<file path="src/rtl/accum_readout_seq_pkg.sv">
// Shared definitions for the accumulator readout sequencer and the accumulator top.
// Mode and state encodings plus the default source slot assignment.
package accum_readout_defs;

    localparam logic MODE_DIRECT = 1'b0;
    localparam logic MODE_SCAN   = 1'b1;

    typedef enum logic [0:0] {
        ST_IDLE = 1'b0,
        ST_SCAN = 1'b1
    } state_t;

    // Source slots as wired by the accumulator datapath
    localparam int unsigned REG2_LSB      = 32'd0;
    localparam int unsigned REG2_MSB      = 32'd1;
    localparam int unsigned COUNTER_VALUE = 32'd2;
    localparam int unsigned COUNTER_CARRY = 32'd3;

endpackage

</file>
<file path="src/rtl/accum_readout_seq_pick.sv">
// Priority encoder: index of the lowest set bit of a mask plus an any-set flag.
module lowest_set_pick #(
    parameter int NUM_SRC = 4,
    parameter int SEL_W   = 2
) (
    input  logic [NUM_SRC-1:0] mask,
    output logic [SEL_W-1:0]   idx,
    output logic               any
);

    logic found_s;

    // Scan upward and latch the first set bit; later bits are ignored
    always_comb begin
        idx     = {SEL_W{1'b0}};
        found_s = 1'b0;
        for (int i = 0; i < NUM_SRC; i++) begin
            if (mask[i] && !found_s) begin
                idx     = SEL_W'(i);
                found_s = 1'b1;
            end else begin
                found_s = found_s;
            end
        end
        any = found_s;
    end

endmodule

</file>
<file path="src/rtl/accum_readout_seq.sv">
// Registered source selector: direct select in IDLE, or a masked ascending scan
// emitted as valid/ready beats with a done pulse at the end.
module accum_readout_seq
    import accum_readout_defs::*;
#(
    parameter int  WIDTH   = 8,
    parameter int  NUM_SRC = 4,
    localparam int SEL_W   = $clog2(NUM_SRC)
) (
    input  logic                     clk,
    input  logic                     reset,
    input  logic [NUM_SRC*WIDTH-1:0] src_data,
    input  logic                     mode,
    input  logic [SEL_W-1:0]         sel,
    input  logic                     start,
    input  logic [NUM_SRC-1:0]       src_mask,
    output logic [WIDTH-1:0]         out_data,
    output logic [SEL_W-1:0]         out_sel,
    output logic                     out_valid,
    input  logic                     out_ready,
    output logic                     busy,
    output logic                     done
);

    localparam logic [NUM_SRC-1:0] BIT0 = NUM_SRC'(1'b1);

    state_t               state_r, state_s;
    logic [NUM_SRC-1:0]   pending_r, pending_s;
    logic [NUM_SRC-1:0]   pick_in_s, pick_rest_s;
    logic [SEL_W-1:0]     pick_idx_s;
    logic                 pick_any_s;
    logic [WIDTH-1:0]     out_data_s;
    logic [SEL_W-1:0]     out_sel_s;
    logic                 out_valid_s, busy_s, done_s;

    function automatic logic [WIDTH-1:0] src_word(input logic [NUM_SRC*WIDTH-1:0] srcs,
                                                  input logic [SEL_W-1:0] idx);
        return srcs[idx*WIDTH +: WIDTH];
    endfunction

    // One encoder serves both the first pick (from the request mask) and every next pick
    assign pick_in_s   = (state_r == ST_IDLE) ? src_mask : pending_r;
    assign pick_rest_s = pick_in_s & ~(BIT0 << pick_idx_s);

    lowest_set_pick #(.NUM_SRC(NUM_SRC), .SEL_W(SEL_W)) u_pick (
        .mask (pick_in_s),
        .idx  (pick_idx_s),
        .any  (pick_any_s)
    );

    // State register
    always_ff @(posedge clk) begin
        if (reset) begin
            state_r <= ST_IDLE;
        end else begin
            state_r <= state_s;
        end
    end

    // Next-state logic
    always_comb begin
        state_s = state_r;
        case (state_r)
            ST_IDLE: begin
                if (mode == MODE_SCAN && start && pick_any_s) begin
                    state_s = ST_SCAN;
                end else begin
                    state_s = ST_IDLE;
                end
            end
            ST_SCAN: begin
                if (out_valid && out_ready && !pick_any_s) begin
                    state_s = ST_IDLE;
                end else begin
                    state_s = ST_SCAN;
                end
            end
            default: state_s = ST_IDLE;
        endcase
    end

    // Next values of the registered outputs and the pending mask
    always_comb begin
        out_data_s  = out_data;
        out_sel_s   = out_sel;
        out_valid_s = out_valid;
        busy_s      = busy;
        done_s      = 1'b0;
        pending_s   = pending_r;
        case (state_r)
            ST_IDLE: begin
                if (mode == MODE_DIRECT) begin
                    out_sel_s = sel;
                    if (32'(sel) < 32'(NUM_SRC)) begin
                        out_data_s = src_word(src_data, sel);
                    end else begin
                        out_data_s = {WIDTH{1'b0}};
                    end
                end else if (start && pick_any_s) begin
                    out_data_s  = src_word(src_data, pick_idx_s);
                    out_sel_s   = pick_idx_s;
                    out_valid_s = 1'b1;
                    busy_s      = 1'b1;
                    pending_s   = pick_rest_s;
                end else if (start) begin
                    done_s = 1'b1;
                end else begin
                    done_s = 1'b0;
                end
            end
            ST_SCAN: begin
                if (out_valid && out_ready && pick_any_s) begin
                    out_data_s = src_word(src_data, pick_idx_s);
                    out_sel_s  = pick_idx_s;
                    pending_s  = pick_rest_s;
                end else if (out_valid && out_ready) begin
                    out_valid_s = 1'b0;
                    busy_s      = 1'b0;
                    done_s      = 1'b1;
                    pending_s   = {NUM_SRC{1'b0}};
                end else begin
                    pending_s = pending_r;
                end
            end
            default: begin
                out_valid_s = 1'b0;
                busy_s      = 1'b0;
                pending_s   = {NUM_SRC{1'b0}};
            end
        endcase
    end

    // Output and pending-mask registers
    always_ff @(posedge clk) begin
        if (reset) begin
            out_data  <= {WIDTH{1'b0}};
            out_sel   <= {SEL_W{1'b0}};
            out_valid <= 1'b0;
            busy      <= 1'b0;
            done      <= 1'b0;
            pending_r <= {NUM_SRC{1'b0}};
        end else begin
            out_data  <= out_data_s;
            out_sel   <= out_sel_s;
            out_valid <= out_valid_s;
            busy      <= busy_s;
            done      <= done_s;
            pending_r <= pending_s;
        end
    end

endmodule

</file>
<file path="config.mk">
export PLATFORM = sky130hd
export DESIGN_NAME = accum_readout_seq
export DESIGN_NICKNAME = d
export VERILOG_FILES = /design/src/rtl/accum_readout_seq_pkg.sv /design/src/rtl/accum_readout_seq_pick.sv /design/src/rtl/accum_readout_seq.sv
export SDC_FILE = /design/constraint.sdc
export NUM_CORES = 1
export LEC_CHECK = 0
export BUFFER_PORTS_ARGS = -buffer_cell sky130_fd_sc_hd__buf_2
export CORE_UTILIZATION = 40
export CTS_CLUSTER_SIZE = 12
export DETAILED_ROUTE_END_ITERATION = 7
export HOLD_SLACK_MARGIN = 0.02
export PLACE_DENSITY = 0.71
export RECOVER_POWER = 100
export SYNTH_ARGS = -nofsm -noshare
export SYNTH_HDL_FRONTEND = slang
export SYNTH_SLANG_ARGS = --single-unit
export TNS_END_PERCENT = 20
</file>
<file path="constraint.sdc">
create_clock -name clk -period 5.2 [get_ports clk]
set_clock_uncertainty 0.05 [all_clocks]
set_input_delay 0.26 -clock clk [delete_from_list [all_inputs] [get_ports clk]]
set_output_delay 0.26 -clock clk [all_outputs]
set_load 0.02 [all_outputs]
</file>
# Word-level counts from Yosys, hierarchy flattened
# Cells that the tools add are included.
classes:
  eq_ne: 7
  n_shift: 3
  mux: 35
  bitwise_logic: 3
  n_reduce_logical: 16
ops:
  columns: ["op", "n"]
  rows:
  - ["$shiftx 32x6->8", 2]
  - ["$mux 8", 3]
  - ["$mux 4", 5]
  - ["$mux 1", 16]
  - ["$pmux 8 s2", 1]
  - ["$mux 2", 5]
  - ["$logic_and 1x1->1", 9]
  - ["$pmux 4 s2", 1]
  - ["$ne 2x1->1 const B", 3]
  - ["$pmux 1 s2", 3]
  - ["$and 4x4->4", 1]
  - ["$logic_not 1->1", 4]
  - ["$ne 2x2->1 const B", 2]
  - ["$not 4->4", 1]
  - ["$pmux 2 s2", 1]
  - ["$reduce_and 4->1", 1]
  - ["$shl 1x2->4 const A", 1]
  - ["$ne 3x1->1 const B", 1]
  - ["$ne 3x2->1 const B", 1]
  - ["$reduce_and 3->1", 1]
  - ["$reduce_and 2->1", 1]
  - ["$not 1->1", 1]
totals:
  ff_bits: 17
  input_bits: 43
  output_inout_bits: 13
  word_cells: 70

# Depth between registers and ports, before layout
# Gate-level depths: netlist of run 1.
logic_depth:
  depth_word: 17
  depth_mapped: 7
  depth_no_buf: 5

# Cells and area by module
# Synthesis of run 1 repeated with hierarchy kept, for this count alone.
unflattened:
  cells_unflattened: 120
  hier_area_um2: 1317.5
by_module_without_submodules:
  columns: ["module", "n_inst", "cells_each", "area_per_inst_um2", "seq_area_each_um2"]
  rows:
  - ["accum_readout_seq", 1, 113, 1282.5, 340.3]
  - ["lowest_set_pick", 1, 7, 35.0, 0.0]

# Least setup slack after synthesis of run 1
# OpenSTA, ideal clock, no wires.
synth_path:
  kind: "register to register"
  startpoint: "reg pending_r[0]"
  endpoint: "reg out_data[4]"
  setup_ps: 134
  arrival_ps: 1489
  required_ps: 5016
  slack_ps: 3527
  stages_incl_launch_ff: 7
  n_path_buf: 1
  period_less_slack_ps: 1673
  cell_sequence: "dfxtp_1 and3b_1 buf_6 or2_1 a221o_1 a221oi_2 nor4_1"
synth_via:
  elab_chain_cells: 15
  elab_cells_between_ends: 24
  cone_classes: "2 x eq/ne; 1 x shift; 12 x mux; 9 x reduce/logical"
synth_lines:
  columns: ["item", "line_no", "rtl"]
  rows:
  - ["from (decl)", "accum_readout_seq.sv:28", "logic [NUM_SRC-1:0] pending_r, pending_s;"]
  - ["from (signal assigned)", "accum_readout_seq.sv:141", "pending_r <= {NUM_SRC{1'b0}};"]
  - ["from (signal assigned)", "accum_readout_seq.sv:148", "pending_r <= pending_s;"]
  - ["$mux 4 (*)", "accum_readout_seq.sv:42", "assign pick_in_s = (state_r == ST_IDLE) ? src_mask : pending_r;"]
  - ["$mux 1 (*)", "accum_readout_seq_pick.sv:18", "if (mask[i] && !found_s) begin"]
  - ["$logic_not 1->1", "accum_readout_seq_pick.sv:18", null]
  - ["$logic_and 1x1->1", "accum_readout_seq_pick.sv:18", null]
  - ["$mux 1", "accum_readout_seq_pick.sv:18", null]
  - ["$logic_not 1->1", "accum_readout_seq_pick.sv:18", null]
  - ["$logic_and 1x1->1", "accum_readout_seq_pick.sv:18", null]
  - ["$mux 1", "accum_readout_seq_pick.sv:18", null]
  - ["$logic_not 1->1", "accum_readout_seq_pick.sv:18", null]
  - ["$logic_and 1x1->1", "accum_readout_seq_pick.sv:18", null]
  - ["$mux 2", "accum_readout_seq_pick.sv:18", null]
  - ["$shiftx 32x6->8", "accum_readout_seq.sv:38", "return srcs[idx*WIDTH +: WIDTH];"]
  - ["$mux 8", "accum_readout_seq.sv:99", "end else if (start && pick_any_s) begin"]
  - ["$mux 8", "accum_readout_seq.sv:92", "if (mode == MODE_DIRECT) begin"]
  - ["$pmux 8 s2", "accum_readout_seq.sv:90", "case (state_r)"]
  - ["to (signal assigned)", "accum_readout_seq.sv:136", "out_data <= {WIDTH{1'b0}};"]
  - ["to (signal assigned)", "accum_readout_seq.sv:143", "out_data <= out_data_s;"]
  - ["to (decl)", "accum_readout_seq.sv:17", "output logic [WIDTH-1:0] out_data,"]
# Every way passes the cells marked *; elsewhere a longest branch is shown, timed or not. The select of a mux whose other input is x is not followed.
# A chain may end at the register's enable or synchronous reset.

# Worst setup path after layout of run 1
layout_path:
  startpoint: "reg state_r"
  endpoint: "reg out_sel[0]"
layout_via:
  elab_chain_cells: 14
  elab_cells_between_ends: 24
  cone_classes: "2 x eq/ne; 12 x mux; 1 x bitwise; 9 x reduce/logical"
layout_lines:
  columns: ["item", "line_no", "rtl"]
  rows:
  - ["from (decl)", "accum_readout_seq.sv:27", "state_t state_r, state_s;"]
  - ["from (signal assigned)", "accum_readout_seq.sv:56", "state_r <= state_s;"]
  - ["$mux 4", "accum_readout_seq.sv:42", null]
  - ["$mux 1", "accum_readout_seq_pick.sv:18", null]
  - ["$logic_not 1->1", "accum_readout_seq_pick.sv:18", null]
  - ["$logic_and 1x1->1", "accum_readout_seq_pick.sv:18", null]
  - ["$mux 1", "accum_readout_seq_pick.sv:18", null]
  - ["$logic_not 1->1", "accum_readout_seq_pick.sv:18", null]
  - ["$logic_and 1x1->1", "accum_readout_seq_pick.sv:18", null]
  - ["$mux 1", "accum_readout_seq_pick.sv:18", null]
  - ["$logic_not 1->1", "accum_readout_seq_pick.sv:18", null]
  - ["$logic_and 1x1->1", "accum_readout_seq_pick.sv:18", null]
  - ["$mux 2 or $mux 1 (tied branches)", "accum_readout_seq_pick.sv:18", null]
  - ["$mux 2 (tied with other cells)", "accum_readout_seq.sv:99", null]
  - ["$mux 2 (tied with other cells)", "accum_readout_seq.sv:92", null]
  - ["$pmux 2 s2 or $reduce_and 2->1 (tied branches)", null, null]
  - ["to (signal assigned)", "accum_readout_seq.sv:137", "out_sel <= {SEL_W{1'b0}};"]
  - ["to (signal assigned)", "accum_readout_seq.sv:144", "out_sel <= out_sel_s;"]
  - ["to (decl)", "accum_readout_seq.sv:18", "output logic [SEL_W-1:0] out_sel,"]
# Several ways; a longest one is shown, not always the timed one. The select of a mux whose other input is x is not followed.

==> results.yml, run 1 <==
layout:
  multiInputGateArea_um2: 882
  final_cell_mix: "42 x sky130_fd_sc_hd__buf_2, 18 x sky130_fd_sc_hd__nor2_1, 17 x sky130_fd_sc_hd__dfxtp_1"
  final_area_um2: 1580
  final-seq-area_um2: 340
  design.final.nets: 239
  syn_to_final_growth_pct: 21.5
  fill_cells: 317
  final-instance-count-excl-fill: 239
  drive_gt1_frac: 0.318
  num_antenna_cells: 0
  layout.cells.most_common: "sky130_fd_sc_hd__buf_2"
critical_path:
  setup.reg_to_reg.worst_slack_ns: 2.59
  crit_required_ns: 5.38
  timing.critical_path.to: "out_sel[0]$_SDFFE_PP0P_"
  worstSetupStartpoint: "state_r$_SDFF_PP0_"
  largest_driver_fanout_on_the_critical_path: 20
  worst_path_largest_cell_delay_ns: 0.74
  criticalPathCategory: "flip-flop to flip-flop"
  cp-end-kind: "flip-flop"
  timing.reg2reg.worst_path_depth: 5
  timing.critical_path.from_type: "flip-flop"
  worstPathCellList: "nor4_1 > o21ai_0 > a2bb2oi_1 > o221ai_1 > a21oi_1"
  arrival_ns: 2.79
  reg2reg_to: "out_sel[0]$_SDFFE_PP0P_"
  cp_slowest_cell: "sky130_fd_sc_hd__dfxtp_1"
  rr_startpoint: "state_r$_SDFF_PP0_"
detailed_routing:
  detail_route.wirelength_um: 3880
  drt-vias-per-instance: 5.91
  drt_drc_violations_left: 0
  detail-route-antenna-nets: 0
  dr.first_iter.drc_count: 132
  drt-pass1-iter-count: 4
  wl_per_cell_um: 16.2
  route.vias.total: 1413
die:
  rows: 20
  floorplan.die_area_um2: 3470
  core_region_area_um2: 3050
  initial_utilization: 0.425
  die_y_extent_um: 58.9
  number_of_ports_placed_on_the_die_boundary: 56
  die_x_um: 58.9
synth:
  synthesis.area_per_instance_um2: 9.06
  mappedNetlistNets: 186
  yosysSeqAreaShare: 0.263
  yosys.cell_types.count: 43
  synthFlopType: "sky130_fd_sc_hd__dfxtp_1"
  yosys_warnings: 0
  synth-edff-count: 0
  post_synth_main_area_contributors: "sky130_fd_sc_hd__dfxtp_1 26%, sky130_fd_sc_hd__mux4_2 14%, sky130_fd_sc_hd__nor2_1 4.9%"
  netlist_area_um2: 1300
  synth.largest_area_cell: "sky130_fd_sc_hd__dfxtp_1"
  syn-instance-count: 143
  synth-async-reset-ratio: 0
  area_fraction_of_the_dominant_cell_type_after_synthesis: 0.263
  flip_flop_and_latch_count_after_synthesis: 17
place:
  postPlaceCellArea_um2: 1580
  gp_routability_congestion: 0.838
  port-buffer-count: 55
  detailed_place_hpwl_um: 3010
  place.detailed.instances: 235
sta:
  slew_headroom: 0.575
  worst-slew-pin-transition_ns: 0.636
  fin_setup_tns_ns: 0
  post-route-period-util: 0.502
  timing.fmax_mhz: 383
  setup_viol_count_final: 0
  finalMaxSlewViolations: 0
  rsz_0062_raised_after_global_routing: "false"
  fin_crit_ns: 2.61
  hold_viol_final: 0
outcome:
  run_status: "finished, final reports clean"
grt:
  antenna_found_initial: 0
  global_route.usage.total: 0.226
  vias_in_the_first_global_route: 1269
  grt-ovfl-total: 0
  largest_net_degree_at_the_start_of_global_routing: 21
  grt_pass1_wl_um: 5920
clocking:
  clock_tree.root_cell: "sky130_fd_sc_hd__clkbuf_4"
  cts.htree.levels: 1
  post_cts_resized: 0
  clkLatencyLatePin_ns: 0.29
  clock_pin_slew_of_the_registers_on_the_worst_case_setup_and_hold_paths_ns: 0.11
  ctsLongestPathBuffers: 2
  cts_tree: "done"
  holdBufCountCts: 0
  postCtsSetupRepairBufs: 0
  clock-sinks: 17
  number_of_clock_buffers_inserted_by_tritoncts: 3
pwr:
  leakage_nw: 0.637
  total_power_w: 0.000349
  p_per_area_nw_per_um2: 221
  max-vdd-ir-drop_mv: 0.152
run:
  drv_cap: 0
min_path:
  min-delay-path-class: "input port to flip-flop"
## flip-flops by register name, summed over array words and instances (netlist names)
signal,flops
out_data,8
pending_r,4
out_sel,2
busy,1
done,1
state_r,1
## cell families after synthesis
| family | synth area share |
|---|---|
| mux | 0.162 |
| flops | 0.263 |
| compound gates | 0.320 |
| simple gates | 0.212 |
| buf+inv | 0.0425 |
## Yosys cell counts (2+ instances only)
master and count:
sky130_fd_sc_hd__a21o_1 5, sky130_fd_sc_hd__a21oi_1 12, sky130_fd_sc_hd__a221o_1 6, sky130_fd_sc_hd__a221oi_1 7, sky130_fd_sc_hd__a31oi_1 2, sky130_fd_sc_hd__buf_2 2
sky130_fd_sc_hd__buf_4 2, sky130_fd_sc_hd__clkbuf_1 2, sky130_fd_sc_hd__dfxtp_1 17, sky130_fd_sc_hd__inv_1 3, sky130_fd_sc_hd__mux2i_1 3, sky130_fd_sc_hd__mux4_2 8
sky130_fd_sc_hd__nand2_1 6, sky130_fd_sc_hd__nand3_1 2, sky130_fd_sc_hd__nand3b_1 2, sky130_fd_sc_hd__nor2_1 17, sky130_fd_sc_hd__nor2b_1 2, sky130_fd_sc_hd__nor3_1 4
sky130_fd_sc_hd__o21ai_0 9, sky130_fd_sc_hd__o2bb2ai_1 5, sky130_fd_sc_hd__or2_2 4, sky130_fd_sc_hd__or3_1 2
## critical path: cells and delay by family (launching register included)
kind,cells,cell delay (ns)
compound gates,4,1.57
flops,1,0.74
simple gates,1,0.18
## routing by layer
metal / track usage / vias up / routed length [µm]
li1: - / 678 / -
met1: 0.312 / 659 / 1720
met4: 0.0612 / 0 / 30
met3: 0.0242 / 4 / 301
met2: 0.377 / 72 / 1830
met5: 0 / - / 0
## power by group
part	internal [W]	switching [W]
Combinational	0.0000537	0.0000704
Clock	0.0000286	0.0000444
Sequential	0.000142	0.0000100
Total	0.000224	0.000125
## per-stage QoR
step | utilization | worst slack, ns | hold WS, ns
after floorplan | - | 3.53 | 0.362
after global placement | 0.518 | 3.13 | 0.405
after detailed placement | 0.518 | 3.00 | 0.415
after CTS | 0.527 | 3.00 | 0.170
after global routing | 0.516 | 2.39 | 0.173
final | 0.516 | 2.59 | 0.168
## final cells by class
class | count | area share
clock inverters | 1 | 0.00318
flip-flops and latches | 17 | 0.216
inverters | 3 | 0.00715
well taps | 44 | 0.0349
multi-input cells | 116 | 0.560
repair buffers | 55 | 0.164
clock buffers | 3 | 0.0143
## worst min path at each step
stage                                   from                        to  depth (start not counted)
floorplan                        src_data[2]  out_data[2]$_SDFFE_PP0P_                          2
global placement    out_data[7]$_SDFFE_PP0P_  out_data[7]$_SDFFE_PP0P_                          1
detailed placement  out_data[7]$_SDFFE_PP0P_  out_data[7]$_SDFFE_PP0P_                          1
CTS                              src_data[3]  out_data[3]$_SDFFE_PP0P_                          3
global route                     src_data[2]  out_data[2]$_SDFFE_PP0P_                          3
finish                           src_data[3]  out_data[3]$_SDFFE_PP0P_                          3
(Power assumes the default switching activity.)
==> run 2: changes to the inputs <==
--- a/config.mk
+++ b/config.mk
@@ -5,6 +5,7 @@
 export SDC_FILE = /design/constraint.sdc
 export NUM_CORES = 1
 export LEC_CHECK = 0
+export ABC_AREA = 1
 export BUFFER_PORTS_ARGS = -buffer_cell sky130_fd_sc_hd__buf_2
 export CORE_UTILIZATION = 40
 export CTS_CLUSTER_SIZE = 12
==> constraint.sdc (replaced) <==
create_clock -name clk -period 2.25 [get_ports clk]
set_clock_uncertainty 0.05 [all_clocks]
set_input_delay 0.1125 -clock clk [delete_from_list [all_inputs] [get_ports clk]]
set_output_delay 0.1125 -clock clk [all_outputs]
set_load 0.02 [all_outputs]
==> results.yml, run 2 <==
clocking:
  cts_tree: "done"
  number_of_clock_buffers_inserted_by_tritoncts: 3
  clock_tree.root_cell: "sky130_fd_sc_hd__clkbuf_8"
  post_cts_resized: 0
  clock_pin_slew_of_the_registers_on_the_worst_case_setup_and_hold_paths_ns: 0.07
  cts.htree.levels: 1
  holdBufCountCts: 0
  clock-sinks: 17
  postCtsSetupRepairBufs: 0
  clkLatencyLatePin_ns: 0.26
  ctsLongestPathBuffers: 2
place:
  gp_routability_congestion: 0.830
  port-buffer-count: 55
  detailed_place_hpwl_um: 3150
layout:
  layout.cells.most_common: "sky130_fd_sc_hd__nand2_1"
  syn_to_final_growth_pct: 17.3
  registers.top_by_ff_count: "out_data"
  fill_cells: 436
  final_core_util: 0.502
  num_antenna_cells: 0
  design.final.nets: 350
  top_regs: "out_data x8, pending_r x4, out_sel x2"
  largest_register_ff_count: 8
  final_cell_mix: "47 x sky130_fd_sc_hd__nand2_1, 42 x sky130_fd_sc_hd__buf_2, 37 x sky130_fd_sc_hd__inv_1"
  drive_gt1_frac: 0.232
detailed_routing:
  drt-pass1-iter-count: 4
  drt-vias-per-instance: 4.96
  dr_wl_met2_um: 2040
  detail-route-antenna-nets: 0
  detail_route.wirelength_um: 4220
  route.vias.total: 1755
  highest_layer: "met4"
  wl_met3_um: 212
  wl_per_cell_um: 11.9
  drt_drc_violations_left: 0
  dr.first_iter.drc_count: 74
  m1WireLength_um: 1940
die:
  die_x_um: 65.3
  core_region_area_um2: 3740
  floorplan.die_area_um2: 4260
  die_y_extent_um: 65.3
  initial_utilization: 0.428
  rows: 22
  number_of_ports_placed_on_the_die_boundary: 56
grt:
  vias_in_the_first_global_route: 1594
  antenna_found_initial: 0
  largest_net_degree_at_the_start_of_global_routing: 31
  grt-ovfl-total: 0
  grt_pass1_wl_um: 7020
  global_route.usage.total: 0.210
sta:
  hold_viol_final: 0
  rsz_0062_raised_after_global_routing: "false"
  timing.fmax_mhz: 502
  fin_setup_tns_ns: 0
  slew_headroom: 0.623
  post-route-period-util: 0.885
  fin_crit_ns: 1.99
  setup_viol_count_final: 0
  finalMaxSlewViolations: 0
  worst-slew-pin-transition_ns: 0.564
critical_path:
  largest_driver_fanout_on_the_critical_path: 10
  cp-end-kind: "flip-flop"
  worst_path_largest_cell_delay_ns: 0.61
  critPathMostFrequentCell: "sky130_fd_sc_hd__nand2_1"
  worstPathCellList: "inv_6 > nand2_1 > nand2_4 > nor2_8 > nand3_2 > nand2_1 > nand2_1 > nand3_1 > nand2_1 > nand2_1 > a21oi_2"
  criticalPathCategory: "flip-flop to flip-flop"
  timing.critical_path.from_type: "flip-flop"
  arrival_ns: 2.08
  worstSetupStartpoint: "state_r$_SDFF_PP0_"
  crit_required_ns: 2.34
  rr_startpoint: "state_r$_SDFF_PP0_"
  cp_slowest_cell: "sky130_fd_sc_hd__dfxtp_1"
synth:
  yosys.cell_types.count: 30
  synth.largest_area_cell: "sky130_fd_sc_hd__dfxtp_1"
  synthesis.area_per_instance_um2: 6.31
  syn-instance-count: 254
  synth-async-reset-ratio: 0
  flip_flop_and_latch_count_after_synthesis: 17
  netlist_area_um2: 1600
  synthFlopType: "sky130_fd_sc_hd__dfxtp_1"
  yosys_warnings: 0
  yosysSeqAreaShare: 0.212
  synth_top_cells_by_count: "45 x sky130_fd_sc_hd__nand2_1, 37 x sky130_fd_sc_hd__inv_1, 34 x sky130_fd_sc_hd__nor2_1, 31 x sky130_fd_sc_hd__o21ai_0, 25 x sky130_fd_sc_hd__a21oi_1"
  synth-edff-count: 0
  yosys.cell_count.top_type: "sky130_fd_sc_hd__nand2_1"
  area_fraction_of_the_dominant_cell_type_after_synthesis: 0.213
  post_synth_main_area_contributors: "sky130_fd_sc_hd__dfxtp_1 21%, sky130_fd_sc_hd__nand2_1 11%, sky130_fd_sc_hd__o21ai_0 9.7%"
  mappedNetlistNets: 297
run:
  drv_cap: 0
pwr:
  leakage_nw: 0.937
  max-vdd-ir-drop_mv: 0.215
  p_per_area_nw_per_um2: 530
outcome:
  run_status: "finished, final reports clean"
min_path:
  min-delay-path-class: "input port to flip-flop"
  min_delay_startpoint: "mode"
-- run 2: worst paths after layout --
kind              depth (start not counted)  slack (ns)                        end
setup / recovery                         11        0.26   out_data[6]$_SDFFE_PP0P_
hold / removal                            3        0.09         state_r$_SDFF_PP0_
setup reg to reg                         11        0.26   out_data[6]$_SDFFE_PP0P_
hold reg to reg                           2        0.40  pending_r[0]$_SDFFE_PP0P_
-- run 2: cells by family (layout without fill, tap and decap cells) --
logic type	after synthesis	count (layout)	share of synthesized area
AOI/OAI and AO/OA	69	69	0.245
and+or+nand+nor	117	117	0.384
buffers and inverters	51	103	0.159
DFF	17	17	0.213
-- run 2: final cells by class --
cell class                 instances  area (µm²)  share of cell area
timing repair buffer              59         289               0.154
sequential                        17         340               0.181
inverter                          40         168              0.0893
multi-input combinational        186         976               0.520
tap                               48        60.1              0.0320
clock buffer                       4        45.0              0.0240
-- run 2: worst max-delay path, delay by kind of cell (launching register included) --
kind | cells | cell delay (ns)
AND/OR/NAND/NOR | 9 | 1.08
flip-flops | 1 | 0.61
buffers and inverters | 1 | 0.08
AO/OA/AOI/OAI | 1 | 0.05
-- run 2: stage by stage --
stage	total power (W)	instances	instance area [µm²]	worst slack, ns	hold slack (ns)
2_1_floorplan	0.000665	254	1600	0.745	0.228
3_3_place_gp	0.000776	350	1880	0.367	0.367
3_5_place_dp	0.000777	350	1880	0.299	0.364
4_1_cts	0.00102	354	1920	0.275	0.0874
5_1_grt	0.00107	354	1880	0.0989	0.107
6_report	0.000996	354	1880	0.260	0.0931
-- run 2: per-layer routing --
metal  track usage  vias to the layer above
li1              -                      934
met4        0.0679                        0
met3        0.0347                        4
met2         0.362                       47
met1         0.262                      770
met5             0                        -
-- run 2: where the power goes --
group          internal (W)  switching, W  total (W)
combinational      0.000142      0.000263   0.000405
sequential         0.000332     0.0000204   0.000353
clock              0.000126      0.000113   0.000239
